**config.mk**
```make
export PLATFORM = sky130hd
export DESIGN_NAME = tpu_run_sequencer
export DESIGN_NICKNAME = d
export VERILOG_FILES = /design/src/rtl/tpu_ctrl_pkg.sv /design/src/rtl/valid_delay_line.sv /design/src/rtl/tpu_run_sequencer.sv
export SDC_FILE = /design/constraint.sdc
export NUM_CORES = 1
export LEC_CHECK = 0
export ABC_AREA = 1
export CAP_MARGIN = 20
export CORE_MARGIN = 3
export CORE_UTILIZATION = 45
export DETAILED_ROUTE_END_ITERATION = 10
export GPL_ROUTABILITY_DRIVEN = 0
export PLACE_DENSITY = 0.69
export SETUP_SLACK_MARGIN = 0.15
export SKIP_LAST_GASP = 1
export SYNTH_ARGS = -nofsm -noshare
export SYNTH_HDL_FRONTEND = slang
export SYNTH_HIERARCHICAL = 1
export SYNTH_SLANG_ARGS = --single-unit
```
**constraint.sdc**
```tcl
create_clock -name clk -period 2.9 [get_ports clk]
set_input_delay 0.58 -clock clk [delete_from_list [all_inputs] [get_ports clk]]
set_output_delay 0.58 -clock clk [all_outputs]
set_load 0.03 [all_outputs]
```
**src/rtl/tpu_ctrl_pkg.sv**
```systemverilog
// Shared definitions for the TPU run-control blocks: FSM state encoding and
// default timing parameters of the array datapath.
package tpu_ctrl_pkg;

  localparam int ADDRESSSIZE_DEF = 10;
  localparam int LOAD_CYCLES_DEF = 8;
  localparam int PIPE_LAT_DEF    = 18;

  typedef enum logic [2:0] {
    S_IDLE   = 3'd0,
    S_WFIFO  = 3'd1,
    S_POP    = 3'd2,
    S_LOAD   = 3'd3,
    S_STREAM = 3'd4,
    S_DRAIN  = 3'd5,
    S_DONE   = 3'd6
  } state_t;

endpackage

```
**src/rtl/valid_delay_line.sv**
```systemverilog
// Fixed-depth 1-bit shift register that delays the UB row-valid strobe to line
// up with the skewed array output at the result SRAM.
module valid_delay_line #(
  parameter int DEPTH = 18
) (
  input  logic clk,
  input  logic rst,
  input  logic din,
  output logic dout,
  output logic next_out,
  output logic any_set
);

  logic [DEPTH-1:0] stages;

  // next_out is the bit that becomes dout on the coming edge, so the consumer
  // can register addresses in step with the delayed strobe.
  if (DEPTH == 1) begin : g_single
    always_ff @(posedge clk or posedge rst) begin
      if (rst) stages <= '0;
      else     stages <= din;
    end
    assign next_out = din;
  end else begin : g_chain
    always_ff @(posedge clk or posedge rst) begin
      if (rst) stages <= '0;
      else     stages <= {stages[DEPTH-2:0], din};
    end
    assign next_out = stages[DEPTH-2];
  end

  assign dout    = stages[DEPTH-1];
  assign any_set = |stages;

endmodule

```
**src/rtl/tpu_run_sequencer.sv**
```systemverilog
// Sequences one matrix-multiply run: weight tile pop, weight reload, UB row
// streaming and result-SRAM write strobes aligned to the array pipeline.
module tpu_run_sequencer
  import tpu_ctrl_pkg::*;
#(
  parameter int ADDRESSSIZE = ADDRESSSIZE_DEF,
  parameter int LOAD_CYCLES = LOAD_CYCLES_DEF,
  parameter int PIPE_LAT    = PIPE_LAT_DEF
) (
  input  logic                   clk,
  input  logic                   rst,
  input  logic                   start,
  input  logic [ADDRESSSIZE-1:0] cfg_base_addr,
  input  logic [ADDRESSSIZE-1:0] cfg_num_vec,
  input  logic [ADDRESSSIZE-1:0] cfg_res_base,
  input  logic                   fifo_empty,
  output logic                   fifo_rd_en,
  output logic                   we_rl,
  output logic [ADDRESSSIZE-1:0] ub_addr,
  output logic                   ub_addr_valid,
  output logic                   res_we,
  output logic [ADDRESSSIZE-1:0] res_addr,
  output logic                   busy,
  output logic                   done
);

  localparam int LCW = (LOAD_CYCLES > 1) ? $clog2(LOAD_CYCLES) : 1;

  state_t                 state_q, state_d;
  logic [LCW-1:0]         load_cnt_q, load_cnt_d;
  logic [ADDRESSSIZE-1:0] rows_left_q, rows_left_d;
  logic [ADDRESSSIZE-1:0] row_ptr_q;
  logic [ADDRESSSIZE-1:0] res_ptr_q;
  logic                   dl_out, dl_next, dl_any;
  logic                   drain_done;

  valid_delay_line #(
    .DEPTH(PIPE_LAT)
  ) u_valid_delay (
    .clk     (clk),
    .rst     (rst),
    .din     (ub_addr_valid),
    .dout    (dl_out),
    .next_out(dl_next),
    .any_set (dl_any)
  );

  // Valid bits form one contiguous block, so the line empties on the next edge
  // once only the final stage still holds a 1.
  assign drain_done = !dl_any || (dl_out && !dl_next);
  assign res_we     = dl_out;

  always_comb begin
    state_d     = state_q;
    load_cnt_d  = load_cnt_q;
    rows_left_d = rows_left_q;
    unique case (state_q)
      S_IDLE: begin
        if (start) begin
          rows_left_d = cfg_num_vec;
          state_d     = (cfg_num_vec == '0) ? S_DONE : S_WFIFO;
        end
      end
      S_WFIFO: begin
        if (!fifo_empty) state_d = S_POP;
      end
      S_POP: begin
        load_cnt_d = '0;
        state_d    = S_LOAD;
      end
      S_LOAD: begin
        if (load_cnt_q == LCW'(LOAD_CYCLES - 1)) state_d = S_STREAM;
        else load_cnt_d = load_cnt_q + LCW'(1);
      end
      S_STREAM: begin
        rows_left_d = rows_left_q - ADDRESSSIZE'(1);
        if (rows_left_q == ADDRESSSIZE'(1)) state_d = S_DRAIN;
      end
      S_DRAIN: begin
        if (drain_done) state_d = S_DONE;
      end
      S_DONE: begin
        state_d = S_IDLE;
      end
      default: begin
        state_d = S_IDLE;
      end
    endcase
  end

  // Outputs are registered from the next state so they change in lockstep with
  // the state register and never glitch.
  always_ff @(posedge clk or posedge rst) begin
    if (rst) begin
      state_q       <= S_IDLE;
      load_cnt_q    <= '0;
      rows_left_q   <= '0;
      row_ptr_q     <= '0;
      res_ptr_q     <= '0;
      fifo_rd_en    <= 1'b0;
      we_rl         <= 1'b0;
      ub_addr       <= '0;
      ub_addr_valid <= 1'b0;
      res_addr      <= '0;
      busy          <= 1'b0;
      done          <= 1'b0;
    end else begin
      state_q       <= state_d;
      load_cnt_q    <= load_cnt_d;
      rows_left_q   <= rows_left_d;
      fifo_rd_en    <= (state_d == S_POP);
      we_rl         <= (state_d == S_LOAD);
      ub_addr_valid <= (state_d == S_STREAM);
      busy          <= (state_d != S_IDLE);
      done          <= (state_d == S_DONE);
      if (state_q == S_IDLE && start) begin
        row_ptr_q <= cfg_base_addr;
        res_ptr_q <= cfg_res_base;
      end
      if (state_d == S_STREAM) begin
        ub_addr   <= row_ptr_q;
        row_ptr_q <= row_ptr_q + ADDRESSSIZE'(1);
      end
      if (dl_next) begin
        res_addr  <= res_ptr_q;
        res_ptr_q <= res_ptr_q + ADDRESSSIZE'(1);
      end
    end
  end

endmodule

```
## After elaboration in Yosys (flattened, before gate mapping)

Cells that the tools add are included.

- Divide/modulo/power cells: 0
- Equal/unequal tests: 13
- Order comparisons: 0
- Shifts and indexed selects: 0
- Add/sub/neg operators: 4
- Muxes and demuxes: 15
- Reductions and logical operators: 15
- Bitwise gates (word level): 0
- Multipliers: 0

Operator list:

| operator | count |
|---|---|
| $mux W10 | 5 |
| $mux W3 | 7 |
| $add A10 B1 Y10 const B | 2 |
| $pmux W10 S2 | 1 |
| $pmux W3 S6 | 1 |
| $reduce_or A18 Y1 | 1 |
| $eq A3 B3 Y1 const B | 5 |
| $eq A3 B2 Y1 const B | 4 |
| $eq A10 B1 Y1 const B | 1 |
| $logic_not A10 Y1 | 1 |
| $sub A10 B1 Y10 const B | 1 |
| $reduce_bool A2 Y1 | 4 |
| $pmux W3 S2 | 1 |
| $ne A2 B2 Y1 const B | 2 |
| $reduce_and A2 Y1 | 2 |
| $add A3 B1 Y3 const B | 1 |
| $eq A3 B1 Y1 const B | 1 |
| $logic_not A3 Y1 | 1 |
| $reduce_bool A3 Y1 | 1 |
| $logic_and A1 B1 Y1 | 2 |
| $logic_not A1 Y1 | 2 |
| $logic_or A1 B1 Y1 | 1 |

- Flip-flop bits (word level): 79
- Word-level logic and storage cells: 60
- Input port bits: 34
- Bits in read-only memories: 0
- RAM bits: 0
- Memories kept: 0
- Latch bits: 0

## Depth between registers and ports, before layout

Gate-level depths: netlist of run 1.

- Depth in word-level cells: 7
- Depth in mapped cells: 13

## Cells and area by module

Netlist of run 1, hierarchy kept.

By module, submodules not included:

| module | cells an instance | sequential area each (um2) | instances | area each (um2) |
|---|---|---|---|---|
| tpu_run_sequencer | 428 | 1526.5 | 1 | 3309.4 |
| valid_delay_line | 35 | 450.4 | 1 | 520.5 |

## Least setup slack after synthesis of run 1

OpenSTA, ideal clock, no wires.

- Path type: input-to-reg
- From: input cfg_num_vec[4]
- To: register ub_addr[9]
- Data arrival time: 1597 ps
- Stages on the path: 9
- Library setup time: 119 ps
- Slack: 1184 ps
- Path through: nor2_1 nand3_1 o21ai_0 nand2_1 nor2_1 nand3_4 buf_6 nand2_1 o21ai_2

- Cells in the longest elaborated chain, start to end: 5

RTL lines:

| element | line | text |
|---|---|---|
| start: declaration | tpu_run_sequencer.sv:14 | `input logic [ADDRESSSIZE-1:0] cfg_num_vec,` |
| $logic_not A10 Y1 | tpu_run_sequencer.sv:61 | `state_d = (cfg_num_vec == '0) ? S_DONE : S_WFIFO;` |
| $mux W3 | tpu_run_sequencer.sv:61 |  |
| $mux W3 | tpu_run_sequencer.sv:59 | `if (start) begin` |
| $pmux W3 S6 | tpu_run_sequencer.sv:57 | `unique case (state_q)` |
| $eq A3 B3 Y1 | tpu_run_sequencer.sv:120 | `if (state_d == S_STREAM) begin` |
| end signal: assignment | tpu_run_sequencer.sv:121 | `ub_addr <= row_ptr_q;` |
| end: declaration | tpu_run_sequencer.sv:19 | `output logic [ADDRESSSIZE-1:0] ub_addr,` |

Every way passes these cells.
A chain may end at the register's enable or synchronous reset.

## Worst setup path in the final report of run 1

- From: input cfg_num_vec[6]
- To: register ub_addr[6]

The elaborated chain is that of the path after synthesis.

==> out/summary.txt, run 1 <==
Port Buf Inserts: 59
Total Routing Usage GR: 0.186
outcome: completed
vias: 3155
sequential share of the synthesized area: 0.516
wire length on met2: 3880 um
row count: 33
DIE WIDTH: 98.3 um
Slew @ Worst Pin: 0.639 ns
wire length on met1: 3830 um
hold_buf cts: 0
CP bufs+invs: 2
Final Max Tran Viols: 0
initial antenna violation count: 0
post-cts gate resize count: 0
Max Used Layer: met4
Setup crit start kind: primary input
CP peak stage delay: 0.42 ns
largest cells by area after synthesis: dfrtp_1 52%, nand2_1 15%, nand3_1 6.0%
Setup-failing EPs final: 0
Avg Cell Area, Syn: 8.27 um2
starting density of the core: 0.464
delay-heaviest family, CP: simple AND/OR/NAND/NOR gates
critical path data required time: 3.13 ns
Yosys cell types: 34
final setup TNS: 0 ns
area grow syn2layout: 23.8%
post-route ant nets: 0
PnR Total Power: 4.24 mW
first-pass GRT wire length: 14800 um
TritonRoute pass-1 iters: 4
Avg Vias per Cell: 4.95
share of layout cells above drive strength 1: 0.0788
met3 routed WL: 503 um
fmax: 0.471 GHz
Yosys warning total: 6
Clock Path Buffers: 2
Slew headroom: 0.573
min Tclk post-route: 2.12 ns
Post-route DRC: 0
hpwl dp: 6030 um
leakage power: 2.33 nW
Peak VDD IR: 574 uV
number of global-route vias before repair: 3129
Fin Clk Skew: 0.0155 ns
largest net degree at the start of global routing: 41
final hold viol count: 0
clk sinks: 79
H-tree depth: 3
I/O pin count: 60
synthesized flop and latch total: 79
crit-path max FO: 28
Hold WC Path Type: reg2reg
top-area cell type share of the netlist area: 0.516
setup bufs post-CTS: 0
crit end category: register
Core Region: 8260 um2
Die Y: 98.3 um
final WL: 8300 um
Reg clk slew, reported paths: 0.08 ns
antenna cell count: 0
Remaining Overflow, GRT: 0
Crit-path slowest cell: clkdlybuf4s50_1
Clk Latency, worst-skew pair: 0.36 ns
cts bufs inserted: 9
routed wire length per instance: 13.0 um
final net count: 568
post-synthesis cell count: 463
CTS tree: built
leading area contributor after synthesis: dfrtp_1
Mapped Area: 3830 um2
die footprint: 9650 um2
drt initial violations: 141
Root Buffer: clkbuf_8
RSZ-0062 raised after global routing: false
critical path class: in2reg
Max Cap Viol: 0
Post-Syn Nets: 503
worst-path cell chain: clkdlybuf4s50_1, nor2_1, nand3_1, o21ai_0, nand2_1, nor2_1, nand3_4, buf_4, nand2_1, o21ai_2
period utilization: 0.732
Arrival @ worst endpoint: 2.35 ns
power per cell area: 894 nW/um2
## layer usage
| metal | track usage | vias to the layer above |
|---|---|---|
| li1 | - | 1614 |
| met1 | 0.257 | 1445 |
| met2 | 0.289 | 88 |
| met3 | 0.0457 | 8 |
| met4 | 0.0630 | 0 |
| met5 | 0 | - |
## flip-flops by register name, indices dropped and copies added, names as in the netlist, 3 cells and up
signal	cells
res_ptr_q	10
state_q	3
load_cnt_q	3
res_addr	10
ub_addr	10
u_valid_delay/stages	18
rows_left_q	10
row_ptr_q	10
## cell usage in the layout (no fill, tap or decap), types with 5 or more instances in the layout
cell type	count
clkdlybuf4s50_1	59
clkbuf_8	9
nor3_1	5
o211ai_1	8
nand2_1	152
xor2_1	8
buf_4	7
o21ai_0	19
a21oi_1	6
o21ai_2	6
nand3_1	46
ha_1	6
dfrtp_1	79
nor2_1	45
inv_1	41
## metrics by stage
stage / hold slack, ns / cells / worst slack [ns] / area, um2 / util
after floorplan: 0.347 / 463 / 0.807 / 3830 / -
after global routing: 0.392 / 638 / 0.495 / 4740 / 0.574
after detailed placement: 0.359 / 622 / 0.406 / 4540 / 0.550
after CTS: 0.378 / 638 / 0.765 / 4740 / 0.574
after global placement: 0.351 / 622 / 0.395 / 4540 / 0.550
final: 0.374 / 638 / 0.778 / 4740 / 0.574
## worst register-to-register path, cell delays in order (launching register included)
cell and delay, ns:
dfrtp_1 0.41, ha_1 0.21, ha_1 0.20, nand2_1 0.12, nand3_4 0.12, inv_2 0.09, nor2_2 0.05, nand3_2 0.09
inv_2 0.06, nand3_4 0.12, buf_4 0.31, nand2_1 0.12, nand2_1 0.07, nand2_1 0.04
## path summary, 6_finish.rpt
check,from,end,slack (ns),depth (start not counted)
min reg2reg,u_valid_delay/stages[0]$_DFF_PP0_,u_valid_delay/stages[1]$_DFF_PP0_,0.37,0
max,cfg_num_vec[6],ub_addr[6]$_DFFE_PP0N_,0.78,10
max in group asynchronous,rst,ub_addr[6]$_DFFE_PP0N_,1.69,3
min,u_valid_delay/stages[0]$_DFF_PP0_,u_valid_delay/stages[1]$_DFF_PP0_,0.37,0
max reg2reg,load_cnt_q[0]$_DFFE_PP0P_,row_ptr_q[4]$_DFFE_PP0P_,0.79,13
min in group asynchronous,rst,res_addr[5]$_DFFE_PP0P_,0.61,2
## kinds of logic (layout without fill, tap and decap cells)
| logic type | after synthesis | count (layout) | share of synthesized area |
|---|---|---|---|
| multiplexers | 1 | 1 | 0.00261 |
| AND/OR/NAND/NOR | 262 | 262 | 0.292 |
| XOR/XNOR | 10 | 10 | 0.0229 |
| buffers and inverters | 58 | 128 | 0.0657 |
| AO/OA/AOI/OAI | 47 | 47 | 0.0810 |
| flip-flops | 79 | 79 | 0.516 |
| adder cells (fa/ha/maj) | 6 | 6 | 0.0196 |
## area by class of cell
cell class	count	area [um2]
clock inverters	6	68.8
clock buffers	10	128
fillers	782	3520
repair buffers	67	663
flip-flops and latches	79	1980
well taps	105	131
inverters	45	171
multi-input cells	326	1600
## cells in the mapped netlist
cell type / count
xor2_1: 8
or2_0: 1
buf_4: 2
nand2_1: 152
o221ai_1: 3
nand3_2: 2
nand3b_1: 1
inv_4: 1
a211oi_1: 1
o21ai_1: 1
nor2_1: 45
dfrtp_1: 79
o21ai_0: 19
a21oi_1: 6
o21ai_2: 6
o211ai_1: 8
nand3_4: 2
buf_6: 3
mux2i_1: 1
nor2_2: 3
nor3_1: 5
a21oi_4: 1
buf_2: 1
nand3_1: 46
nand4_1: 3
o31ai_1: 1
inv_1: 42
and2_0: 1
a32o_1: 1
ha_1: 6
clkbuf_1: 7
nor2_4: 1
inv_2: 2
xnor2_1: 2
## power breakdown
group          leakage (nW)  switching (mW)  internal, mW
Sequential             1.02           0.311          1.45
Combinational          1.21           0.989         0.657
Clock                0.0973           0.421         0.404
Total                  2.33            1.72          2.52
Power figures use the tool's default switching activity.
==> inputs of run 2 (changes only) <==
Clock period 2.9 ns to 2 ns, I/O delays scaled along.
==> run 2 against run 1 <==
Critical endpoint is now row_ptr_q[5]$_DFFE_PP0P_; largest power group is now combinational logic; setup slack got worse by 0.71 ns; highest routed layer unchanged; worst hold slack better by 0.0012 ns; clock skew is 0.0053 ns lower.
==> out/summary.txt, run 2 (synthesized netlist as in run 1, its figures left out) <==
largest net degree at the start of global routing: 62 (was 41)
Final Max Tran Viols: 0 (unchanged)
Slew @ Worst Pin: 0.643 ns (was 0.639 ns)
I/O pin count: 60 (unchanged)
Final WS setup: 0.0733 ns (was 0.778 ns)
antenna cell count: 0 (unchanged)
clk sinks: 79 (unchanged)
hpwl dp: 5960 um (was 6030 um)
Peak VDD IR: 671 uV (was 574 uV)
Hold WC Path Type: reg2reg (unchanged)
area occupied by multi-input gates: 1740 um2 (was 1600 um2)
initial antenna violation count: 0 (unchanged)
Most flops, register: u_valid_delay/stages (unchanged)
Crit-path slowest cell: dfrtp_1 (was clkdlybuf4s50_1)
Register-to-Register Path Depth: 13 (unchanged)
Total Routing Usage GR: 0.189 (was 0.186)
min-delay src: u_valid_delay/stages[0]$_DFF_PP0_ (unchanged)
outcome: completed (unchanged)
min Tclk post-route: 1.93 ns
Reg clk slew, reported paths: 0.09 ns (was 0.08 ns)
vias: 3385 (was 3155)
area grow syn2layout: 38.7% (was 23.8%)
share of layout cells above drive strength 1: 0.200 (was 0.0788)
H-tree depth: 3 (unchanged)
max FFs per register: 18 (unchanged)
die footprint: 9650 um2 (unchanged)
placed cell area: 4670 um2 (was 4540 um2)
number of global-route vias before repair: 3282 (was 3129)
RR Startpoint: load_cnt_q[1]$_DFFE_PP0P_ (was load_cnt_q[0]$_DFFE_PP0P_)
sequential power share: 0.368 (was 0.417)
first-pass GRT wire length: 15000 um (was 14800 um)
crit end category: register (unchanged)
Clk Latency, worst-skew pair: 0.36 ns (about the same)
Setup crit start kind: register (was primary input)
Fin Clk Skew: 0.0103 ns (was 0.0155 ns)
Port Buf Inserts: 59 (unchanged)
CP peak stage delay: 0.36 ns (was 0.42 ns)
Sw Pwr: 2.80 mW (was 1.72 mW)
pre-CTS setup slack: -0.140 ns (was 0.406 ns)
Avg Vias per Cell: 5.01 (was 4.95)
cts bufs inserted: 9 (unchanged)
hold_buf cts: 0 (unchanged)
fmax: 0.519 GHz
DIE WIDTH: 98.3 um (unchanged)
Die Y: 98.3 um (unchanged)
reg2reg end: row_ptr_q[5]$_DFFE_PP0P_ (was row_ptr_q[4]$_DFFE_PP0P_)
drt initial violations: 138 (was 141)
final net count: 606 (was 568)
Post-route DRC: 0 (unchanged)
Max Cap Viol: 0 (unchanged)
leakage power: 2.63 nW (was 2.33 nW)
critical path data required time: 2.24 ns (was 3.13 ns)
final setup TNS: 0 ns (unchanged)
Arrival @ worst endpoint: 2.17 ns (was 2.35 ns)
combinational share of power: 0.441 (was 0.389)
CTS tree: built (unchanged)
Slew headroom: 0.571 (was 0.573)
worst-path cell chain: ha_2, ha_4, nand2_4, nand3_4, inv_2, nor2_2, nand3_2, inv_2, nand3_4, buf_4, buf_12, nand3_1, nand2_1 (was clkdlybuf4s50_1, nor2_1, nand3_1, o21ai_0, nand2_1, nor2_1, nand3_4, buf_4, nand2_1, o21ai_2)
Sw Share: 0.396 (was 0.406)
RSZ-0062 raised after global routing: true (was false)
Core Region: 8260 um2 (unchanged)
filler instances: 660 (was 782)
period utilization: 0.963
Hold Slack: 0.375 ns (was 0.374 ns)
critical path class: reg2reg (was in2reg)
Setup crit end: row_ptr_q[5]$_DFFE_PP0P_ (was ub_addr[6]$_DFFE_PP0N_)
Internal: 4.27 mW (was 2.52 mW)
routed wire length per instance: 13.6 um (was 13.0 um)
crit-path max FO: 7 (was 28)
final WL: 9220 um (was 8300 um)
FF/Latch Area: 1980 um2 (about the same)
commonest non-fill, non-tap cells in the layout: 137 x nand2_1, 77 x dfrtp_1, 57 x clkdlybuf4s50_1, 42 x nor2_1, 39 x inv_1 (was 152 x nand2_1, 79 x dfrtp_1, 59 x clkdlybuf4s50_1, 46 x nand3_1, 45 x nor2_1)
post-route ant nets: 0 (unchanged)
starting density of the core: 0.464 (unchanged)
design area: 5310 um2 (was 4740 um2)
TritonRoute pass-1 iters: 4 (unchanged)
Worst Setup SP: load_cnt_q[1]$_DFFE_PP0P_ (was cfg_num_vec[6])
Reg2Reg Setup Slack: 0.07 ns (was 0.79 ns)
Clock Path Buffers: 2 (unchanged)
power per cell area: 1330 nW/um2 (was 894 nW/um2)
clock power share: 0.191 (was 0.195)
Root Buffer: clkbuf_8 (unchanged)
Setup-failing EPs final: 0 (unchanged)
Remaining Overflow, GRT: 0 (unchanged)
row count: 33 (unchanged)
final hold viol count: 0 (unchanged)
commonest non-fill, non-tap cell in the layout: nand2_1 (unchanged)
run 2: cell types whose count changed in the layout (fill, tap and decap cells not counted), sizes merged:
cell	change
clkinvlp	+1
clkdlybuf4s50	-2
inv	-2
buf	+37
bufinv	+1
dlymetal6s2s	+1
dlygate4sd2	+1
bufbuf	+1
run 2: metrics by stage:
| step | total power [mW] | util | instances |
|---|---|---|---|
| 4_1_cts | 6.72 | 0.619 | 667 |
| 3_3_place_gp | 4.99 | 0.566 | 637 |
| 2_1_floorplan | 4.22 | - | 463 |
| 3_5_place_dp | 5.09 | 0.566 | 637 |
| 6_report | 7.07 | 0.643 | 676 |
| 5_1_grt | 7.53 | 0.643 | 676 |
run 2: power groups by stage:
stage / registers (mW) / clock network (mW) / logic [mW]
CTS: 2.56 / 1.40 / 2.77
floorplan: 2.76 / 0 / 1.46
detailed placement: 2.58 / 0 / 2.51
finish: 2.60 / 1.35 / 3.12
global route: 2.68 / 1.45 / 3.41
global placement: 2.56 / 0 / 2.43
run 2: repair_timing:
action                                  in CTS  in global routing
endpoints found under the setup margin      21                 32
gates resized for setup                     11                 42
pin swaps                                    4                 23
gates cloned                                 3                  1
setup buffers                               11                  8
run 2: layout make-up:
| type | count | share of cell area |
|---|---|---|
| multi-input cells | 326 | 0.327 |
| clock buffers | 10 | 0.0259 |
| clock inverters | 6 | 0.0174 |
| inverters | 45 | 0.0330 |
| flip-flops and latches | 79 | 0.372 |
| well taps | 105 | 0.0247 |
| repair buffers | 105 | 0.200 |
run 2: metal layers:
| metal | wire length [um] | track usage |
|---|---|---|
| met1 | 4100 | 0.244 |
| met2 | 4660 | 0.316 |
| met3 | 366 | 0.0400 |
| met4 | 87 | 0.0704 |
| met5 | 0 | 0 |
run 2: worst min path at each step:
| stage | cells after the start | slack, ns | end |
|---|---|---|---|
| after floorplan | 1 | 0.34 | u_valid_delay/stages[0]$_DFF_PP0_ |
| after global placement | 0 | 0.35 | u_valid_delay/stages[2]$_DFF_PP0_ |
| after detailed placement | 0 | 0.36 | u_valid_delay/stages[1]$_DFF_PP0_ |
| after CTS | 0 | 0.38 | u_valid_delay/stages[1]$_DFF_PP0_ |
| after global routing | 0 | 0.39 | u_valid_delay/stages[9]$_DFF_PP0_ |
| final | 0 | 0.38 | u_valid_delay/stages[1]$_DFF_PP0_ |
run 2: critical path: cells and delay by family, from the launching register on:
family	cells	cell delay (ns)
adder cells (fa/ha/maj)	2	0.34
buffers and inverters	4	0.44
flip-flops	1	0.36
AND/OR/NAND/NOR	7	0.65
==> inputs of run 3 (changes only) <==
Settings changed: HOLD_SLACK_MARGIN set to 0.12, SYNTH_HIERARCHICAL 1 to unset.
==> run 3 against run 2 <==
Die area fell by 3.0%; register-to-register slack improved by 0.12 ns; power fell by 11%; sequential share of layout area rose by 3.0 points.
==> out/summary.txt, run 3 <==
Final Max Tran Viols: 0 (unchanged)
Most common cell on crit path: nand2_1
Die Y: 96.8 um (was 98.3 um)
Hold WC Path Type: reg2reg (unchanged)
largest cells by area after synthesis: dfrtp_1 53%, nand2_1 13%, nand3_1 5.9% (was dfrtp_1 52%, nand2_1 15%, nand3_1 6.0%)
Setup crit start kind: primary input (was register)
clk sinks: 79 (unchanged)
Core Region: 7850 um2 (was 8260 um2)
Post-synth EDFFs: 0 (unchanged)
Arrival @ worst endpoint: 2.10 ns (was 2.17 ns)
CP peak stage delay: 0.45 ns (was 0.36 ns)
row count: 32 (was 33)
commonest non-fill, non-tap cell in the layout: nand2_1 (unchanged)
Slew headroom: 0.724 (was 0.571)
routed wire length per instance: 13.2 um (was 13.6 um)
Final WS setup: 0.141 ns (was 0.0733 ns)
Total Routing Usage GR: 0.182 (was 0.189)
period utilization: 0.930 (was 0.963)
Root Buffer: clkbuf_8 (unchanged)
Avg Vias per Cell: 5.00 (was 5.01)
crit end category: register (unchanged)
largest net degree at the start of global routing: 80 (was 62)
Most flops, register: u_valid_delay.stages (was u_valid_delay/stages)
Remaining Overflow, GRT: 0 (unchanged)
antenna cell count: 0 (unchanged)
Slew @ Worst Pin: 0.415 ns (was 0.643 ns)
top-area cell type share of the netlist area: 0.533 (was 0.516)
Hold Slack: 0.379 ns (was 0.375 ns)
share of layout cells above drive strength 1: 0.152 (was 0.200)
Main synth FF type: dfrtp_1 (unchanged)
Port Buf Inserts: 59 (unchanged)
cts bufs inserted: 9 (unchanged)
die footprint: 9360 um2 (was 9650 um2)
initial antenna violation count: 0 (unchanged)
Clock Path Buffers: 2 (unchanged)
Synth top cells by count: 124 x nand2_1, 79 x dfrtp_1, 44 x nand3_1 (was 152 x nand2_1, 79 x dfrtp_1, 46 x nand3_1)
Post-route DRC: 0 (unchanged)
final net count: 563 (was 606)
Yosys cell types: 32 (was 34)
drt initial violations: 142 (was 138)
outcome: completed (unchanged)
H-tree depth: 3 (unchanged)
RSZ-0062 raised after global routing: true (unchanged)
Setup-failing EPs final: 0 (unchanged)
min Tclk post-route: 1.86 ns (was 1.93 ns)
worst-path cell chain: clkdlybuf4s50_1, nor2_2, nand3_2, nor2_4, nand2_1, a22oi_2, nand2_4, buf_4, nand3_1, nand2_1 (was ha_2, ha_4, nand2_4, nand3_4, inv_2, nor2_2, nand3_2, inv_2, nand3_4, buf_4, buf_12, nand3_1, nand2_1)
fmax: 0.538 GHz (was 0.519 GHz)
Post-Syn Nets: 480 (was 503)
hpwl dp: 5530 um (was 5960 um)
Clk Latency, worst-skew pair: 0.34 ns (was 0.36 ns)
final WL: 8300 um (was 9220 um)
number of global-route vias before repair: 3004 (was 3282)
synthesized flop and latch total: 79 (unchanged)
Max Cap Viol: 0 (unchanged)
filler instances: 670 (was 660)
power per cell area: 1290 nW/um2 (was 1330 nW/um2)
top-count cell post-synth: nand2_1 (unchanged)
TritonRoute pass-1 iters: 4 (unchanged)
Reg clk slew, reported paths: 0.08 ns (was 0.09 ns)
Mapped Area: 3710 um2 (was 3830 um2)
Avg Cell Area, Syn: 8.42 um2 (was 8.27 um2)
Fin Clk Skew: 0.00966 ns (was 0.0103 ns)
Peak VDD IR: 760 uV (was 671 uV)
area occupied by multi-input gates: 1590 um2 (was 1740 um2)
post-synthesis cell count: 440 (was 463)
critical path data required time: 2.24 ns (about the same)
max FFs per register: 18 (unchanged)
area grow syn2layout: 32.7% (was 38.7%)
crit-path max FO: 7 (unchanged)
Reg2Reg Setup Slack: 0.19 ns (was 0.07 ns)
final hold viol count: 0 (unchanged)
leakage power: 2.43 nW (was 2.63 nW)
commonest non-fill, non-tap cells in the layout: 115 x nand2_1, 78 x dfrtp_1, 53 x clkdlybuf4s50_1, 41 x inv_1, 40 x nand3_1 (was 137 x nand2_1, 77 x dfrtp_1, 57 x clkdlybuf4s50_1, 42 x nor2_1, 39 x inv_1)
FF/Latch Area: 1980 um2 (about the same)
pre-CTS setup slack: -0.181 ns (was -0.140 ns)
delay-heaviest family, CP: simple AND/OR/NAND/NOR gates (unchanged)
leading area contributor after synthesis: dfrtp_1 (unchanged)
I/O pin count: 60 (unchanged)
CP bufs+invs: 2 (was 4)
starting density of the core: 0.472 (was 0.464)
DIE WIDTH: 96.8 um (was 98.3 um)
Crit-path slowest cell: clkdlybuf4s50_1 (was dfrtp_1)
vias: 3153 (was 3385)
Yosys warning total: 0 (was 6)
first-pass GRT wire length: 14000 um (was 15000 um)
asr flop ratio synth: 1.00 (unchanged)
post-route ant nets: 0 (unchanged)
sequential share of the synthesized area: 0.533 (was 0.516)
CTS tree: built (unchanged)
critical path class: in2reg (was reg2reg)
-- run 3: cell count changes in the layout (fill, tap and decap cells not counted), moves of 3 or more --
cell,previous run,this run
nand2_1,137,115
buf_4,35,19
nor2_1,42,33
nand3_2,10,4
o21ai_2,7,1
o21ai_0,17,22
o21ai_1,2,7
a21oi_1,6,10
clkdlybuf4s50_1,57,53
dlymetal6s2s_1,1,5
nand2_4,6,3
-- run 3: cell families (layout without fill, tap and decap cells) --
family                   after synthesis  count (layout)  synth area share
AND/OR/NAND/NOR                      222             222             0.250
flip-flops                            79              79             0.533
AO/OA/AOI/OAI                         63              63             0.105
buffers and inverters                 60             148            0.0682
XOR/XNOR                              10              10            0.0236
adder cells (fa/ha/maj)                6               6            0.0203
-- run 3: timing repair --
action	in CTS	in global routing
hold buffers	0	0
pin swaps	2	13
resized for setup	6	41
buffers inserted	6	3
setup endpoints to repair	17	25
gates cloned	2	1
-- run 3: area by class of cell --
type / instances / area share
multi-input cells: 301 / 0.324
clock inverters: 5 / 0.00661
repair buffers: 86 / 0.175
inverters: 46 / 0.0359
flip-flops and latches: 79 / 0.402
clock buffers: 11 / 0.0308
well taps: 102 / 0.0259
-- run 3: stage by stage --
stage	util	instance area, um2	std cells	setup TNS (ns)	total power, mW
global placement	0.570	4470	602	-2.78	4.86
floorplan	-	3710	440	0	4.13
detailed placement	0.570	4470	602	-3.48	4.93
CTS	0.603	4730	626	0	6.19
global route	0.627	4920	630	0	6.85
finish	0.627	4920	630	0	6.32
-- run 3: report_power, final --
group	internal, mW	switching (mW)
clock network	0.514	0.569
registers	2.10	0.447
logic	1.18	1.51
-- run 3: final timing paths --
check                                               endpoint                       from  depth (start not counted)
setup reg to reg                    row_ptr_q[8]$_DFFE_PP0P_  load_cnt_q[1]$_DFFE_PP0P_                         13
hold / removal             u_valid_delay.stages[0]$_DFF_PP0_    ub_addr_valid$_DFF_PP0_                          0
hold reg to reg            u_valid_delay.stages[0]$_DFF_PP0_    ub_addr_valid$_DFF_PP0_                          0
max in group asynchronous               state_q[0]$_DFF_PP0_                        rst                          3
setup / recovery                    row_ptr_q[8]$_DFFE_PP0P_             cfg_num_vec[6]                         10
min in group asynchronous  u_valid_delay.stages[3]$_DFF_PP0_                        rst                          3
-- run 3: routing by layer --
layer  wire length [um]  track usage  vias to the layer above
met4                 83       0.0626                        0
met3                407       0.0483                        9
met2               3930        0.276                       75
met5                  0            0                        -
li1                   -            -                     1596
met1               3880        0.253                     1473
